===== config.mk =====
export PLATFORM = sky130hd
export DESIGN_NAME = sample_reader
export DESIGN_NICKNAME = d
export VERILOG_FILES = /design/src/rtl/sample_reader.sv
export SDC_FILE = /design/constraint.sdc
export NUM_CORES = 1
export LEC_CHECK = 0
export BUFFER_PORTS_ARGS = -buffer_cell sky130_fd_sc_hd__clkbuf_2
export CAP_MARGIN = 25
export CORE_MARGIN = 1
export CORE_UTILIZATION = 55
export CTS_CLUSTER_SIZE = 16
export DETAILED_ROUTE_END_ITERATION = 6
export PLACE_DENSITY_LB_ADDON = 0.12
export SLEW_MARGIN = 20
export SYNTH_ARGS = -nofsm -noshare
export SYNTH_HDL_FRONTEND = slang
export SYNTH_SLANG_ARGS = --single-unit

===== constraint.sdc =====
create_clock -name clk -period 4.61 [get_ports clk]
set_clock_uncertainty 0.05 [all_clocks]
set_input_delay 0 -clock clk [delete_from_list [all_inputs] [get_ports clk]]
set_output_delay 0 -clock clk [all_outputs]
set_load 0.005 [all_outputs]

===== src/rtl/sample_reader.sv =====
// sample_reader: streams nwords buffer samples through a 2-entry skid FIFO.
// Define SAMPLE_READER_CHECKSUM_EN to append a modulo-2^DATA_W checksum word.
module sample_reader #(
    parameter int unsigned DATA_W = 10,
    parameter int unsigned ADDR_W = 16
) (
    input  logic              clk,
    input  logic              rst,
    input  logic              start,
    input  logic [ADDR_W-1:0] nwords,
    output logic              rd_en,
    output logic [ADDR_W-1:0] rd_addr,
    input  logic [DATA_W-1:0] rd_data,
    output logic [DATA_W-1:0] m_data,
    output logic              m_valid,
    input  logic              m_ready,
    output logic              m_last,
    output logic              busy,
    output logic              done
);

    typedef enum logic [2:0] {IDLE, READ, DRAIN, CSUM, DONE} state_e;

    state_e              state_q, state_d;
    logic [ADDR_W-1:0]   nwords_q;
    logic [ADDR_W:0]     issue_q;
    logic [ADDR_W:0]     xfer_q;
    logic [ADDR_W:0]     last_idx;
    logic [ADDR_W-1:0]   last_addr_q;
    logic                inflight_q;
    logic [DATA_W-1:0]   fifo_q [2];
    logic                wr_ptr_q, rd_ptr_q;
    logic [1:0]          count_q;
    logic                done_q, done_d;
    logic                accept;
    logic                fifo_nempty;
    logic                sample_xfer;
    logic                last_sample;
    logic [2:0]          level;
`ifdef SAMPLE_READER_CHECKSUM_EN
    logic [DATA_W-1:0]   csum_q;
`endif

    // Credit check counts the pop happening this cycle so a full-rate stream has no bubbles.
    always_comb begin
        accept      = (state_q == IDLE) && start;
        last_idx    = {1'b0, nwords_q} - (ADDR_W+1)'(1);
        fifo_nempty = (count_q != 2'd0);
        sample_xfer = fifo_nempty && m_ready;
        last_sample = fifo_nempty && (xfer_q == last_idx);
        level       = {1'b0, count_q} + {2'b00, inflight_q} - {2'b00, sample_xfer};
        rd_en       = (state_q == READ) && (issue_q < {1'b0, nwords_q}) && (level < 3'd2);
        rd_addr     = rd_en ? issue_q[ADDR_W-1:0] : last_addr_q;
        m_valid     = fifo_nempty;
        m_data      = fifo_nempty ? fifo_q[rd_ptr_q] : '0;
`ifdef SAMPLE_READER_CHECKSUM_EN
        m_last      = (state_q == CSUM);
        if (state_q == CSUM) begin
            m_valid = 1'b1;
            m_data  = csum_q;
        end
`else
        m_last      = last_sample;
`endif
        done        = done_q;
    end

    always_comb begin
        state_d = state_q;
        done_d  = 1'b0;
        busy    = 1'b0;
        case (state_q)
            IDLE: begin
                if (start) begin
                    if (nwords != '0) begin
                        state_d = READ;
                    end else begin
`ifdef SAMPLE_READER_CHECKSUM_EN
                        state_d = CSUM;
`else
                        state_d = DONE;
`endif
                    end
                end
            end
            READ: begin
                busy = 1'b1;
                if (rd_en && (issue_q == last_idx)) begin
                    state_d = DRAIN;
                end
            end
            DRAIN: begin
                busy = 1'b1;
                if (sample_xfer && last_sample) begin
`ifdef SAMPLE_READER_CHECKSUM_EN
                    state_d = CSUM;
`else
                    state_d = DONE;
                    done_d  = 1'b1;
`endif
                end
            end
`ifdef SAMPLE_READER_CHECKSUM_EN
            CSUM: begin
                busy = 1'b1;
                if (m_ready) begin
                    state_d = DONE;
                    done_d  = 1'b1;
                end
            end
`endif
            DONE: begin
                state_d = IDLE;
`ifndef SAMPLE_READER_CHECKSUM_EN
                // An empty readout has no final transfer, so done trails the DONE cycle.
                if (nwords_q == '0) begin
                    done_d = 1'b1;
                    busy   = 1'b1;
                end
`endif
            end
            default: state_d = IDLE;
        endcase
    end

    always_ff @(posedge clk) begin
        if (rst) begin
            state_q     <= IDLE;
            nwords_q    <= '0;
            issue_q     <= '0;
            xfer_q      <= '0;
            last_addr_q <= '0;
            inflight_q  <= 1'b0;
            fifo_q[0]   <= '0;
            fifo_q[1]   <= '0;
            wr_ptr_q    <= 1'b0;
            rd_ptr_q    <= 1'b0;
            count_q     <= '0;
            done_q      <= 1'b0;
`ifdef SAMPLE_READER_CHECKSUM_EN
            csum_q      <= '0;
`endif
        end else begin
            state_q    <= state_d;
            done_q     <= done_d;
            inflight_q <= rd_en;
            if (accept) begin
                nwords_q <= nwords;
                issue_q  <= '0;
                xfer_q   <= '0;
`ifdef SAMPLE_READER_CHECKSUM_EN
                csum_q   <= '0;
`endif
            end
            if (rd_en) begin
                issue_q     <= issue_q + (ADDR_W+1)'(1);
                last_addr_q <= issue_q[ADDR_W-1:0];
            end
            if (inflight_q) begin
                fifo_q[wr_ptr_q] <= rd_data;
                wr_ptr_q         <= ~wr_ptr_q;
            end
            if (sample_xfer) begin
                rd_ptr_q <= ~rd_ptr_q;
                xfer_q   <= xfer_q + (ADDR_W+1)'(1);
`ifdef SAMPLE_READER_CHECKSUM_EN
                csum_q   <= csum_q + fifo_q[rd_ptr_q];
`endif
            end
            count_q <= count_q + {1'b0, inflight_q} - {1'b0, sample_xfer};
        end
    end

endmodule


Word level (Yosys, flattened, before mapping)
Memories as Yosys holds them, arrays and structs flattened. A register that Yosys moved wholly into a read port is not among the register bits.
Index checks and enable logic that the tools add are counted.
{"block": "op_classes", "addsub": 7, "n_lt_le_gt_ge": 2, "n_eq_ne": 8, "muxes": 24, "n_bitwise": 2, "reduce_logical": 16}
{"operator": "17-bit 2-to-1 mux", "n": 3}
{"operator": "17-bit by 1-bit adder with 17-bit output, second input constant", "n": 2}
{"operator": "17-bit == test", "n": 2}
{"operator": "10-bit 2-to-1 mux", "n": 2}
{"operator": "17-bit by 16-bit < comparator with 1-bit output", "n": 1}
{"operator": "16-bit by 1-bit subtractor with 17-bit output, second input constant", "n": 1}
{"operator": "16-bit logical NOT", "n": 1}
{"operator": "16-bit 2-to-1 mux", "n": 1}
{"operator": "16-bit nonzero test", "n": 1}
{"operator": "3-bit 2-to-1 mux", "n": 4}
{"operator": "1-bit 2-to-1 mux", "n": 11}
{"operator": "10-bit OR reduction", "n": 1}
{"operator": "3-bit case mux with 3 select lines", "n": 1}
{"operator": "1-bit logical AND", "n": 7}
{"operator": "2-bit nonzero test", "n": 3}
{"operator": "2-bit inequality test, second input constant", "n": 2}
{"operator": "1-bit case mux with 2 select lines", "n": 2}
{"operator": "2-bit by 1-bit adder with 3-bit output", "n": 1}
{"operator": "3-bit by 1-bit == test with 1-bit output, second input constant", "n": 1}
{"operator": "3-bit by 2-bit == test with 1-bit output, second input constant", "n": 1}
{"operator": "3-bit == test, second input constant", "n": 1}
{"operator": "3-bit logical NOT", "n": 1}
{"operator": "3-bit by 2-bit < comparator with 1-bit output, second input constant", "n": 1}
{"operator": "3-bit AND reduction", "n": 1}
{"operator": "6 further kinds", "n": 7}
{"block": "totals", "regBits": 75, "ram_bits": 20, "elab_cells": 70, "mem_count": 1}
{"memory": "fifo_q", "words": 2, "word_bits": 10, "rd": 1, "rd_clocked_by_memory_dff": 1, "write_ports": 2, "line_no": "31", "rtl": "logic [DATA_W-1:0] fifo_q [2];"}

Logic depth before layout (Yosys ltp)
Gate-level depths: netlist of run 1.
{"block": "logic_depth", "ltp_word": 8, "ltp_mapped": 19, "mapped_depth_nobuf": 17}

Least setup slack after synthesis of run 1
Ideal clock, no wire load.
{"block": "synth_path", "path_type": "register to register", "start": "register count_q[1]", "end": "register issue_q[6]", "t_arrival_ns": 3.580, "path_slack_ns": 0.906, "path_stages_with_launch": 19, "period_less_slack_ns": 3.704, "cell_sequence": "dfxtp_1 -> nor2_1 -> inv_1 -> nand2_1 -> clkinv_1 -> ha_1 -> inv_1 -> ha_1 -> inv_1 -> fa_1 -> xnor2_1 -> nand4b_1 -> a211oi_1 -> o21ai_1 -> or2_2 -> clkbuf_1 -> buf_2 -> or3_1 -> a31oi_1"}
{"block": "synth_between", "elab_chain_len": 6, "elab_cells_between_ends": 8, "cone_classes": "add/sub (2); order compare (1); mux (1); reduce/logical (4)"}
{"element": "from (decl)", "line_no": "33", "rtl": "logic [1:0] count_q;"}
{"element": "from (signal assigned)", "line_no": "170", "rtl": "count_q <= count_q + {1'b0, inflight_q} - {1'b0, sample_xfer};"}
{"element": "2-bit nonzero test (*)", "line_no": "48", "rtl": "fifo_nempty = (count_q != 2'd0);"}
{"element": "named net m_valid", "line_no": "15", "rtl": "output logic m_valid,"}
{"element": "1-bit logical AND (*)", "line_no": "49", "rtl": "sample_xfer = fifo_nempty && m_ready;"}
{"element": "named net sample_xfer", "line_no": "37", "rtl": "logic sample_xfer;"}
{"element": "3-bit by 1-bit subtractor with 3-bit output (*)", "line_no": "51", "rtl": "level = {1'b0, count_q} + {2'b00, inflight_q} - {2'b00, sample_xfer};"}
{"element": "3-bit by 2-bit < comparator with 1-bit output (*)", "line_no": "52", "rtl": "rd_en = (state_q == READ) && (issue_q < {1'b0, nwords_q}) && (level < 3'd2);"}
{"element": "1-bit logical AND (*)", "line_no": "52"}
{"element": "17-bit 2-to-1 mux / 2-bit nonzero test (equally long branches)"}
{"element": "to (signal assigned)", "line_no": "156", "rtl": "issue_q <= issue_q + (ADDR_W+1)'(1);"}
{"element": "to (decl)", "line_no": "26", "rtl": "logic [ADDR_W:0] issue_q;"}
Mark *: on every way through the listed nets, which the timed path passes. The rest lies on a longest branch.
A chain may end at the register's enable or synchronous reset.

Worst setup path after layout of run 1
{"block": "layout_path", "start": "register count_q[1]", "end": "register issue_q[0]"}
{"block": "layout_between", "elab_chain_len": 6, "elab_cells_between_ends": 8, "cone_classes": "add/sub (2); order compare (1); mux (1); reduce/logical (4)"}
{"element": "2-bit nonzero test (*)", "line_no": "48"}
{"element": "1-bit logical AND (*)", "line_no": "49"}
{"element": "named net sample_xfer", "line_no": "37"}
{"element": "3-bit by 1-bit subtractor with 3-bit output (*)", "line_no": "51"}
{"element": "3-bit by 2-bit < comparator with 1-bit output (*)", "line_no": "52"}
{"element": "1-bit logical AND (*)", "line_no": "52"}
{"element": "17-bit 2-to-1 mux / 2-bit nonzero test (equally long branches)"}
Marked as above.

==> summary.txt, run 1 <==
Status
  • Status: finished, final reports clean

Setup path
  • WP data arrival: 4.46 ns
  • Critical path's top delay family: simple AND/OR/NAND/NOR gates
  • CP Depth: 17
  • CP Capture Type: flop
  • Critical Path Fanout Max: 24
  • Crit path cell chain: nor2_1 > inv_1 > nand2_1 > clkinv_1 > ha_1 > inv_1 > ha_1 > inv_1 > fa_1 > xnor2_1 > nand4b_1 > a211oi_1 > o21ai_1 > or2_2 > inv_1 > nor3_1 > mux2_2
  • CP bufs+invs: 5
  • Critical path class: flop to flop
  • Crit path top cell by count: inv_1
  • Required @ worst endpoint: 4.83 ns
  • CP startpoint kind: flop
  • Reg2reg path depth: 17
  • CP max-delay cell: or2_2
  • Crit-path max cell delay: 0.55 ns

Global route
  • Global-route wire length before repair: 23,900 um
  • Vias in the first global route: 4,766
  • Pin count of the biggest net entering global routing: 42
  • Gr usage total: 27.5%
  • Grt ovf: 0
  • Initial antenna violation count: 0

Place
  • Placer Congestion: 0.901
  • HPWL after DPL: approximately 10,000 um
  • Setup WS pre-CTS: 0.464 ns
  • Area of placed instances: 0.00610 mm2
  • Port bufs: 60

Yosys
  • Syn Nets: 714
  • FFs w/ async S/R, synth: 0%
  • Post-synthesis cell count: around 660
  • Register area share after synthesis: a little under two fifths
  • Number of synthesized flops with an enable pin: 20
  • Synth Flop Type: dfxtp_1
  • Yosys warning total: 0
  • #FFs+latches synth: 96
  • Synth Cell Area: 0.00576 mm2
  • Netlist cell types: 66
  • Syn_area_per_cell: ~8.7 um2

Routing
  • DR vias/cell: 5.85
  • Vias: 5,051
  • Residual DRC: 0
  • WL final: 14,600 um
  • WL/cell: around 17 um
  • Pre-Repair DR Iteration Count: 5
  • Antenna Nets Post-Route: 0
  • First DRT Iteration DRCs: 282

STA
  • Slew margin rel.: 34.5%
  • Worst setup margin: around 0.37 ns
  • Tmin final: 4.24 ns
  • Hold slack: 0.107 ns
  • Setup_tns: 0 ns
  • Final Setup Violations: 0
  • Unrepaired setup endpoints after global routing: false
  • Slew of the pin with the lowest slew margin: 0.980 ns
  • Fin crit share: 92.0%
  • Achievable Freq: 0.236 GHz
  • Final Max Tran Viols: 0
  • Final Hold Fails: 0

Layout
  • Core Util, Final: between 60 and 70%
  • Synthesis-to-finish area growth: 14.7%
  • # diodes: 0
  • Sequential cell area: 0.00212 mm2
  • Multi-input gate area: 0.00336 mm2
  • Most common cell after layout, fill and taps aside: dfxtp_1
  • Number of fill cells: 826
  • Layout cells sized above 1: 16.7%
  • Post-route cell area: 0.00660 mm2
  • Final #Nets: 778
  • Commonest cells after routing, fill and taps aside: 76 x dfxtp_1, 60 x clkbuf_2, 59 x nand2_1

Clock network
  • Post-CTS Setup Repair Bufs: 0
  • CTS sink cnt: 96
  • Clock Pin Slew Worst Setup and Hold Paths: 0.10 ns
  • CTS root buffer: clkbuf_8
  • Clk buf depth: 2
  • H-tree depth: 3
  • CTS tree: done
  • TritonCTS Buffers: 9
  • CTS Hold Bufs: 27
  • Clk Latency, worst-skew pair: 0.38 ns
  • Post-cts sizing count: 0

Die
  • Core ar.: around 0.01 mm2
  • Initial Util: between 50 and 60%
  • IO Pins: 61
  • Num rows: 36
  • Die area: 0.0109 mm2
  • DIE HEIGHT: 104 um
  • Die Span X: roughly 100 um

Hold path
  • Hold Crit Depth: 4
  • Hold WC Path Type: primary input to flop

Pwr
  • P_leak: roughly 0.0026 uW
  • Cell Pwr Density: 353 mW/mm2
  • Maximum VDD drop: 193 uV

Flow run
  • Max_cap viols: 0
[cell usage after synthesis, types with 5 or more instances]
cell | instances | area (um2)
nand3_1 | 32 | 160
nor4_1 | 9 | 56.3
nand2_1 | 59 | 221
edfxtp_1 | 20 | 601
a21oi_1 | 39 | 195
o21ai_0 | 24 | 120
and2_1 | 20 | 125
dfxtp_1 | 76 | 1520
a21o_1 | 8 | 60.1
or2_2 | 9 | 56.3
inv_1 | 27 | 101
nand4_1 | 12 | 75.1
mux2i_1 | 14 | 140
or3_1 | 5 | 31.3
mux2_2 | 16 | 180
a31oi_1 | 7 | 43.8
nor3_1 | 17 | 85.1
clkbuf_1 | 31 | 116
nor2_1 | 53 | 199
xnor2_1 | 39 | 342
and3_1 | 11 | 68.8
ha_1 | 22 | 275
nor2b_1 | 20 | 125
a311oi_1 | 5 | 43.8
xor2_1 | 14 | 123
[worst register-to-register path, stage by stage (launching register included)]
cell and delay (ns):
dfxtp_1 0.36, nor2_1 0.14, inv_1 0.07, nand2_1 0.09, clkinv_1 0.21, ha_1 0.34
inv_1 0.06, ha_1 0.13, inv_1 0.04, fa_1 0.37, xnor2_1 0.19, nand4b_1 0.17
a211oi_1 0.24, o21ai_1 0.22, or2_2 0.55, inv_1 0.41, nor3_1 0.15, mux2_2 0.33
[through the flow]
step / power (uW) / std cells
after global routing: 2450 / 863
after global placement: 1660 / 820
after CTS: 2330 / 863
final: 2330 / 863
after detailed placement: 1690 / 820
after floorplan: 1490 / 661
[state kept, by name, summed over array words and instances (netlist names), named ones only]
| name | cells |
|---|---|
| fifo_q | 20 |
| issue_q | 17 |
| xfer_q | 17 |
| last_addr_q | 16 |
| nwords_q | 16 |
| state_q | 3 |
| count_q | 2 |
| done | 1 |
| inflight_q | 1 |
| rd_ptr_q | 1 |
| wr_ptr_q | 1 |
[area by class of cell]
class	count	area share [%]
clock buffer	11	2.14
tap	133	2.52
timing repair buffer	93	9.33
clock inverter	5	1.33
sequential	96	32.1
multi-input combinational	497	50.9
inverter	28	1.59
[routing by layer]
layer / track usage [%] / part of all wire (%) / vias up
met1: 36.8 / 46 / 2419
met4: 10.0 / 1.3 / 0
li1: - / - / 2472
met3: 3.38 / 5.0 / 19
met2: 45.5 / 48 / 141
met5: 0 / 0 / -
[cells by family after synthesis]
group | synth area share, %
XOR/XNOR | 8.85
multiplexers | 5.57
AO/OA/AOI/OAI | 13.2
AND/OR/NAND/NOR | 25.5
flip-flops | 36.9
adder cells (fa/ha/maj) | 5.13
buffers and inverters | 4.98
[report_power, final]
part	switching [uW]	internal [uW]
Sequential	64.6	914
Combinational	419	294
Clock	315	327
Total	798	1540
[path summary, 6_finish.rpt]
kind | to | from | slack [ns]
worst max-delay path | issue_q[0] | count_q[1] | 0.37
worst min-delay path | xfer_q[5] | m_ready | 0.11
worst max register to register | issue_q[0] | count_q[1] | 0.37
worst min register to register | nwords_q[14] | nwords_q[14] | 0.41
(Power assumes the default switching activity.)
==> inputs of run 2 (changes only) <==
Settings changed: CORE_UTILIZATION 55 to 54.
Clock period 4.61 ns to 3.9 ns, I/O delays scaled along.
==> summary.txt, run 2 (synthesized netlist as in run 1, its figures left out) <==
Die
  • Die area: 0.0111 mm2 (was 0.0109 mm2)
  • Core ar.: 0.0103 mm2 (was 0.00995 mm2)
  • DIE HEIGHT: 105 um (was 104 um)
  • Die Span X: 105 um (was 104 um)
  • IO Pins: 61 (unchanged)
  • Num rows: 37 (was 36)
  • Initial Util: 55.8% (was 57.8%)

Clock network
  • Clk Latency, worst-skew pair: 0.38 ns (about the same)
  • Clock Pin Slew Worst Setup and Hold Paths: 0.09 ns (was 0.10 ns)
  • Post-CTS Setup Repair Bufs: 0 (unchanged)
  • Clk buf depth: 2 (unchanged)
  • CTS tree: done (unchanged)
  • CTS sink cnt: 96 (unchanged)
  • TritonCTS Buffers: 9 (unchanged)
  • H-tree depth: 3 (unchanged)
  • CTS root buffer: clkbuf_8 (unchanged)

Setup path
  • CP startpoint kind: flop (unchanged)
  • Critical path class: flop to primary output (was flop to flop)
  • CP Capture Type: primary output (was flop)
  • R2r setup slk: 0.48 ns (was 0.37 ns)
  • WP data arrival: 3.59 ns (was 4.46 ns)
  • Critical Path Fanout Max: 16 (was 24)
  • Required @ worst endpoint: 3.85 ns (was 4.83 ns)

Routing
  • Vias: 5,073 (was 5,051)
  • DR vias/cell: 5.78 (was 5.85)
  • WL final: 14,700 um (was 14,600 um)
  • Pre-Repair DR Iteration Count: 5 (unchanged)
  • First DRT Iteration DRCs: 386 (was 282)
  • WL/cell: 16.8 um (was 16.9 um)
  • Residual DRC: 0 (unchanged)
  • Antenna Nets Post-Route: 0 (unchanged)

STA
  • Achievable Freq: around 0.27 GHz
  • Slew margin rel.: 36.6% (was 34.5%)
  • Tmin final: 3.64 ns
  • Final Setup Violations: 0 (unchanged)
  • Worst setup margin: 0.255 ns (was 0.371 ns)
  • Hold slack: 0.109 ns (was 0.107 ns)
  • Fin crit share: roughly 93%
  • Slew of the pin with the lowest slew margin: 0.952 ns (was 0.980 ns)
  • Final Max Tran Viols: 0 (unchanged)
  • Final Hold Fails: 0 (unchanged)
  • Setup_tns: 0 ns (unchanged)

Layout
  • Core Util, Final: 64.3% (was 66.3%)
  • Final #Nets: 789 (was 778)
  • Layout cells sized above 1: 18.2% (was 16.7%)
  • Max reg flops: 20 (unchanged)
  • # diodes: 0 (unchanged)
  • Biggest register: fifo_q (unchanged)
  • Commonest cells after routing, fill and taps aside: 76 x dfxtp_1, 60 x clkbuf_2, 59 x nand2_1 (unchanged)
  • Most common cell after layout, fill and taps aside: dfxtp_1 (unchanged)
  • Top flop regs: fifo_q x20, issue_q x17, xfer_q x17 (unchanged)
  • Non-Filler Instances: 877 (was 863)
  • Synthesis-to-finish area growth: 15.3% (was 14.7%)

Status
  • Status: finished, final reports clean (unchanged)

Place
  • HPWL after DPL: 10,600 um (was 10,400 um)
  • Setup WS pre-CTS: 0.344 ns (was 0.464 ns)
  • Placer Congestion: 0.884 (was 0.901)
  • Placed cells: 834 (was 820)
  • Port bufs: 60 (unchanged)

Global route
  • Gr usage total: 27.8% (was 27.5%)
  • Initial antenna violation count: 0 (unchanged)
  • Vias in the first global route: 4,681 (was 4,766)
  • Pin count of the biggest net entering global routing: 73 (was 42)
  • Global-route wire length before repair: 23,900 um (about the same)
  • Grt ovf: 0 (unchanged)

Pwr
  • Cell Pwr Density: 401 mW/mm2 (was 353 mW/mm2)
  • P_leak: 0.00264 uW (was 0.00261 uW)
  • Maximum VDD drop: 245 uV (was 193 uV)

Hold path
  • Hold WC Path Type: primary input to flop (unchanged)

Flow run
  • Max_cap viols: 0 (unchanged)
[run 2: cell types whose count changed in the layout (fill, tap and decap cells not counted), sizes merged]
cell	previous run	this run
buf	6	17
bufinv	2	0
clkbuf	71	70
clkinv	1	3
clkinvlp	1	2
[run 2: path summary, 6_finish.rpt]
kind,start,to,cells past startpoint
max,count_q[1],rd_addr[1],17
min,m_ready,xfer_q[5],4
max reg2reg,count_q[1],last_addr_q[15],17
min reg2reg,nwords_q[14],nwords_q[14],2
[run 2: final cells by class]
class,count,area [um2]
clock buffers,10,128
clock inverters,6,45.0
fillers,901,3690
inverters,28,105
multi-input cells,497,3370
flip-flops and latches,96,2120
well taps,136,170
repair buffers,104,698
[run 2: timing repair]
item,CTS,global route
hold endpoints to repair,37,0
hold buffers,27,0
resized for setup,0,3
endpoints found under the setup margin,0,16
[run 2: metal layers]
layer	GRT usage, %	part of all wire [%]	up-vias
met5	0	0	-
met4	8.75	1.5	0
met3	4.51	6.0	14
met2	45.0	48	172
met1	38.0	45	2399
li1	-	-	2488
[run 2: critical path, stage by stage, from the launching register on]
cell      delay [ns]
dfxtp_1         0.37
nor2_2          0.11
inv_1           0.06
nand2_1         0.09
clkinv_1        0.08
ha_1            0.27
inv_1           0.05
ha_1            0.13
inv_1           0.05
fa_1            0.37
xnor2_1         0.16
nand4b_1        0.20
a211oi_2        0.24
o21ai_1         0.10
or2_4           0.33
buf_4           0.20
mux2_2          0.29
clkbuf_2        0.12
[run 2: where the power goes]
group          switching [uW]  internal, uW  total, uW
Sequential               68.9          1080       1150
Clock                     373           237        610
Combinational             513           385        898
[run 2: metrics by stage]
stage	power, uW	cell area [um2]
5_1_grt	2820	6640
4_1_cts	2660	6620
3_3_place_gp	2020	6180
2_1_floorplan	1760	5760
3_5_place_dp	2030	6180
6_report	2660	6640
